`config.mk`:
```
export PLATFORM = sky130hd
export DESIGN_NAME = cpu_seq_ctrl
export DESIGN_NICKNAME = d
export VERILOG_FILES = /design/src/rtl/cpu_seq_ctrl.sv
export SDC_FILE = /design/constraint.sdc
export NUM_CORES = 1
export LEC_CHECK = 0
export ABC_AREA = 1
export BUFFER_PORTS_ARGS = -buffer_cell sky130_fd_sc_hd__buf_2
export CAP_MARGIN = 0
export CORE_ASPECT_RATIO = 1.5
export CORE_MARGIN = 2
export CORE_UTILIZATION = 49
export DETAILED_ROUTE_END_ITERATION = 7
export PLACE_DENSITY_LB_ADDON = 0.3
export SLEW_MARGIN = 20
export SYNTH_ARGS = -nofsm -noshare
export SYNTH_HDL_FRONTEND = slang
export SYNTH_SLANG_ARGS = --single-unit
```
`constraint.sdc`:
```
create_clock -name clk -period 1.35 [get_ports clk]
set_input_delay 0.2025 -clock clk [delete_from_list [all_inputs] [get_ports clk]]
set_output_delay 0.2025 -clock clk [all_outputs]
set_load 0.01 [all_outputs]
```
`src/rtl/cpu_seq_ctrl.sv`:
```
// Multicycle sequencer for the MIPS core: drives the fetch/exec state and the
// Avalon-style memory handshake. Stalls on bus wait-states and the mult/div unit.
package codes;
  typedef enum logic [2:0] {
    FETCH  = 3'd0,
    EXEC1  = 3'd1,
    STALL  = 3'd2,
    EXEC2  = 3'd3,
    HALTED = 3'd4
  } state_t;
endpackage

module cpu_seq_ctrl
  import codes::*;
#(
  parameter int COUNT_WIDTH = 32
) (
  input  logic                   clk,
  input  logic                   reset_i,
  input  logic                   waitrequest_i,
  input  logic                   mem_read_req_i,
  input  logic                   mem_write_req_i,
  input  logic                   mult_busy_i,
  input  logic                   pc_halt_i,
  output state_t                 state_o,
  output logic                   read_o,
  output logic                   write_o,
  output logic                   ir_wen_o,
  output logic                   commit_o,
  output logic                   active_o,
  output logic [COUNT_WIDTH-1:0] instr_count_o
);

  state_t                 state_q, state_nxt;
  logic                   pend_rd_q, pend_wr_q;
  logic [COUNT_WIDTH-1:0] instr_count_q;
  logic                   rd_c, wr_c, irw_c, commit_c, active_c;
  logic                   data_rd_c, data_wr_c;

  // Write wins over read so the two strobes can never be high together.
  assign data_wr_c = mem_write_req_i;
  assign data_rd_c = mem_read_req_i & ~mem_write_req_i;

  always_ff @(posedge clk or posedge reset_i) begin
    if (reset_i) begin
      state_q       <= FETCH;
      pend_rd_q     <= 1'b0;
      pend_wr_q     <= 1'b0;
      instr_count_q <= '0;
    end else begin
      state_q <= state_nxt;
      if (state_q == EXEC1) begin
        pend_rd_q <= data_rd_c;
        pend_wr_q <= data_wr_c;
      end
      if (commit_c)
        instr_count_q <= instr_count_q + {{(COUNT_WIDTH-1){1'b0}}, 1'b1};
    end
  end

  always_comb begin
    state_nxt = state_q;
    rd_c      = 1'b0;
    wr_c      = 1'b0;
    irw_c     = 1'b0;
    commit_c  = 1'b0;
    active_c  = 1'b1;
    case (state_q)
      FETCH: begin
        if (pc_halt_i) begin
          state_nxt = HALTED;
        end else begin
          rd_c = 1'b1;
          if (!waitrequest_i)
            state_nxt = EXEC1;
        end
      end
      EXEC1: begin
        irw_c = 1'b1;
        rd_c  = data_rd_c;
        wr_c  = data_wr_c;
        if ((data_rd_c || data_wr_c) && waitrequest_i)
          state_nxt = STALL;
        else
          state_nxt = EXEC2;
      end
      // Strobe kind is held from the EXEC1 latch until the bus accepts it.
      STALL: begin
        rd_c = pend_rd_q;
        wr_c = pend_wr_q;
        if (!waitrequest_i)
          state_nxt = EXEC2;
      end
      EXEC2: begin
        if (!mult_busy_i) begin
          commit_c  = 1'b1;
          state_nxt = FETCH;
        end
      end
      HALTED: begin
        active_c = 1'b0;
      end
      default: begin
        state_nxt = FETCH;
      end
    endcase
  end

  assign state_o       = state_q;
  assign read_o        = rd_c & ~reset_i;
  assign write_o       = wr_c & ~reset_i;
  assign ir_wen_o      = irw_c & ~reset_i;
  assign commit_o      = commit_c & ~reset_i;
  assign active_o      = active_c;
  assign instr_count_o = instr_count_q;

endmodule

```
* Yosys cells after proc, flatten, opt, wreduce, memory -nomap -nowiden
Cells that the tools add are included.
** Storage, ports and cells
- Register bits :: 37
- Output and inout bits :: 40
- Word-level logic and storage cells :: 37
** Operators by class
- $add $sub $neg :: 1
- Eq/ne operators :: 7
- Muxes and demuxes :: 13
- Bitwise logic cells :: 8
- Reduce and logical (&&, ||, !) cells :: 4
** Operators with widths (number)
- 32-bit by 1-bit adder with 32-bit output (second input constant) :: 1
- 3-bit case mux with 5 select lines :: 1
- 3-bit 2-to-1 mux :: 4
- 3-bit by 2-bit == test with 1-bit output (second input constant) :: 2
- 1-bit 2-to-1 mux :: 6
- 1-bit AND :: 5
- 2-bit != test (second input constant) :: 2
- 4-bit AND reduction :: 1
- 3-bit by 1-bit == test with 1-bit output (second input constant) :: 1
- 3-bit == test (second input constant) :: 1
- 3-bit logical NOT :: 1
- 3-bit != test (second input constant) :: 1
- 1-bit NOT :: 3
- 1-bit case mux with 3 select lines :: 1
- 1-bit case mux with 2 select lines :: 1
- 1-bit logical AND :: 1
- 1-bit logical OR :: 1

* Logic depth before layout (Yosys ltp)
- Depth in word-level cells :: 6
- Mapped depth :: 9

* Worst setup path after synthesis
No wires, ideal clock.
- Path kind :: register -> register
- From :: register instr_count_q[0] (netlist: instr_count_o[0])
- To :: register instr_count_q[20] (netlist: instr_count_o[20])
- Library setup time :: 0.123 ns
- Data arrival time :: 1.312 ns
- Slack :: -0.085 ns
- Cell stages (with the launch flop) :: 9
- Clock period less this slack :: 1.435 ns
- Path through :: dfrtp_1 > ha_1 > nand3_1 > inv_1 > nand2_1 > nor2_4 > nand2_2 > o21ai_0 > nand2_1
** Between the ends
- Word-level cells in the longest chain between the ends :: 1
** RTL lines
- start, declared :: line 36 : logic [COUNT_WIDTH-1:0] instr_count_q;
- start signal, assigned :: line 57 : instr_count_q <= instr_count_q + {{(COUNT_WIDTH-1){1'b0}}, 1'b1};
- 32-bit by 1-bit adder with 32-bit output :: line 57
No other way between the ends.
A chain may end at the register's enable or synchronous reset.

* Final worst setup path
- From :: register state_q[1] (netlist: state_o[1])
- To :: output port read_o
** Between the ends
- Word-level cells in the longest chain between the ends :: 3
- Elaborated cells on any way between the ends :: 5
- Those cells by class :: 2 x eq/ne; 1 x mux; 1 x bitwise; 1 x reduce/logical
** RTL lines
- start, declared :: line 34 : state_t state_q, state_nxt;
- start signal, assigned :: line 51 : state_q <= state_nxt;
- 3-bit by 2-bit == test with 1-bit output, or another cell as far along :: line 68 : case (state_q)
- 1-bit case mux with 3 select lines * :: line 68
- 1-bit AND * :: line 110 : assign read_o = rd_c & ~reset_i;
- end, declared :: line 26 : output logic read_o,
Mark *: on every way between the ends. The rest lies on a longest branch, timed or not.

==> flow_summary.yaml <==
clock_network:
  cts_buffer_depth: 2
  clock-root-buffer: "clkbuf_8"
  htreeDepth: 2
  cts_tree: "done"
  clk_latency_ns: 0.30
  clock_sinks: 37
  clkTransAtPathRegs_ns: 0.07
  cts_buffers: 5
floorplanning:
  die_y_um: 84.5
  core.rowCount: 29
  start_util_pct: 50.3
  die_area_mm2: 0.00487
  top_level_ports: 47
  fp.coreArea_mm2: 0.00421
  die-width_um: 57.7
worst_setup_path:
  crit_path_max_fanout: 4
  required_ns: 1.15
  critPathMaxStageDelay_ns: 0.46
  arrival_ns: 1.41
  start_kind: "register"
  cp_top_family: "simple AND/OR/NAND/NOR gates"
  critPathBufInv: 2
  setup.worst_path.class: "register to output pin"
  cp_slowest_cell: "dfrtp_2"
  crit_top_cell: "nor2_2"
  end_kind: "output pin"
  worstPathCellList: "nor2_4, inv_2, nor3_4, nor2_2, nor2_2, buf_2"
power:
  switchingPower_mw: 1.21
  switching_share_pct: 35.4
  cellPowerDensity_mw_per_mm2: 1070
  intPower_mw: 2.21
  max-vdd-ir-drop_v: 0.00109
  p_seq_share_pct: 40.8
  p_clk_share_pct: 22.8
  pwr-share-comb_pct: 36.4
  p_leak_nw: 1.73
  total_power_mw: 3.42
placed_design:
  dpl_cell_area_mm2: 0.00275
  place_hpwl_um: 4550
  gp_congestion: 0.900
  buffer_ports.inserted: 46
synth:
  synth_nets: 294
  ys_ff_latch: 37
  synth.cell_area_mm2: 0.00212
  postSynthAreaPerCell_um2: 7.40
  synth_cell_types: 21
  yosys_warnings: 0
  syn_inst: 286
  yosys-top-cells-area: "dfrtp_1, nand2_1, inv_1"
  yosysTopAreaCell: "dfrtp_1"
  seq_area_frac_synth_pct: 43.7
  synth_top_area_share_pct: 43.7
global_route:
  grt_pass1_vias: 2310
  grt_pass1_wl_um: 9940
  grt_max_degree: 31
  grt-ovfl-total: 0
  grt.total_usage_pct: 26.3
  antenna_found_initial: 0
timing:
  post-route-min-period_ns: 1.61
  finalClockSkew_ns: 0.0126
  period_share_pct: 120
  setup_viol: 33
  whs_ns: 0.169
  worst_pin_slew_ns: 0.365
  setup_tns_ns: -4.69
  rsz0062_at_grt: "true"
  finalMaxSlewViolations: 0
  hold_viol_final: 0
  slew_headroom_pct: 75.6
  max_freq_mhz: 620
  final.setup.worst_slack_ns: -0.264
finish:
  final_cell_area_mm2: 0.00320
  nets: 404
  fillers: 301
  area_growth_pct: 51.2
  antenna_cells: 0
  drive_above_1_share_pct: 43.6
  post-route-util_pct: 76.0
run_status:
  status: "finished with violations"
  violations: "setup timing"
min_path:
  hold_class: "primary input to register"
drt:
  vias: 2327
  dr.pass1.iters: 4
  route.detailed.drc: 0
  viasPerCell: 5.25
  drt_iter0_drc: 64
  wirelength_um: 6380
  postRouteAntennaNets: 0
  wire_per_inst_um: 14.4
flow_run:
  cap_violations: 0
[what timing repair did]
item,CTS,global route
pin swaps,13,22
hold endpoints to repair,7,0
buffers inserted,6,11
hold buffers,1,0
resized for setup,24,40
setup endpoints to repair,27,34
[per-stage QoR]
stage | setup slack (ns) | cells
2_1_floorplan | -0.0430 | 286
3_3_place_gp | -0.0533 | 419
3_5_place_dp | -0.136 | 419
4_1_cts | -0.243 | 434
5_1_grt | -0.331 | 443
6_report | -0.264 | 443
[Yosys cell counts, drive strengths merged]
| cell type | number |
|---|---|
| nand2 | 88 |
| inv | 43 |
| nor2 | 41 |
| dfrtp | 37 |
| nand3 | 20 |
| nand4 | 12 |
| nor3 | 11 |
| xor2 | 9 |
| xnor2 | 8 |
| o21ai | 6 |
| a21oi | 3 |
| nand3b | 3 |
| o22ai | 2 |
| and2 | 1 |
| ha | 1 |
| or2 | 1 |
[sequential cells by signal, summed over array words and instances (netlist names)]
name	flops
instr_count_o	32
pend_rd_q	1
pend_wr_q	1
state_o	3
[cells in the final DEF, fill, tap and decap left out, drive strengths merged]
master / n
clkinvlp: 1
o22ai: 2
clkbuf: 5
dlygate4sd3: 1
nor3: 11
xor2: 9
nand2: 88
or2: 1
and2: 1
dfrtp: 37
nor2: 41
nand3b: 3
buf: 102
nand3: 20
a21oi: 3
ha: 1
o21ai: 6
xnor2: 8
inv: 43
clkinv: 2
nand4: 12
[cell type report]
cell class,count,area (µm²),share of cell area [%]
clock buffer,5,68.8,2.15
tap,46,57.6,1.80
sequential,37,933,29.2
clock inverter,3,17.5,0.547
inverter,43,161,5.04
timing repair buffer,103,707,22.1
multi-input combinational,206,1250,39.2
[per-layer routing]
layer / part of all wire, % / vias to the layer above / global-route usage, %
met4: 3.3 / 0 / 14.0
met1: 35 / 1122 / 27.5
met5: 0 / - / 0
met3: 3.6 / 17 / 5.39
met2: 58 / 64 / 47.7
li1: - / 1124 / -
[final timing paths]
| path | slack (ns) | from | cells past startpoint | to |
|---|---|---|---|---|
| worst max-delay path | -0.26 | state_o[1] | 6 | read_o |
| worst min-delay path | 0.17 | mem_write_req_i | 2 | pend_rd_q |
| worst max register to register | -0.25 | state_o[2] | 6 | instr_count_o[17] |
| worst min register to register | 0.49 | pend_wr_q | 2 | pend_wr_q |
| max in group asynchronous | 0.33 | reset_i | 4 | state_o[1] |
| min in group asynchronous | 0.52 | reset_i | 3 | instr_count_o[13] |
[cells by family after synthesis]
kind of cell             share of synthesized area (%)
AO/OA/AOI/OAI                                     2.72
buffers and inverters                             7.62
adder cells (fa/ha/maj)                          0.591
AND/OR/NAND/NOR                                   38.3
XOR/XNOR                                          7.03
flip-flops                                        43.7
[power groups by stage]
stage	logic (mW)	clock network [mW]	registers, mW
2_1_floorplan	0.433	0	1.43
3_3_place_gp	0.895	0	1.38
3_5_place_dp	0.927	0	1.39
4_1_cts	1.08	0.791	1.37
5_1_grt	1.37	0.842	1.41
6_report	1.24	0.779	1.40
No activity file was read; power rests on OpenSTA's default activity.
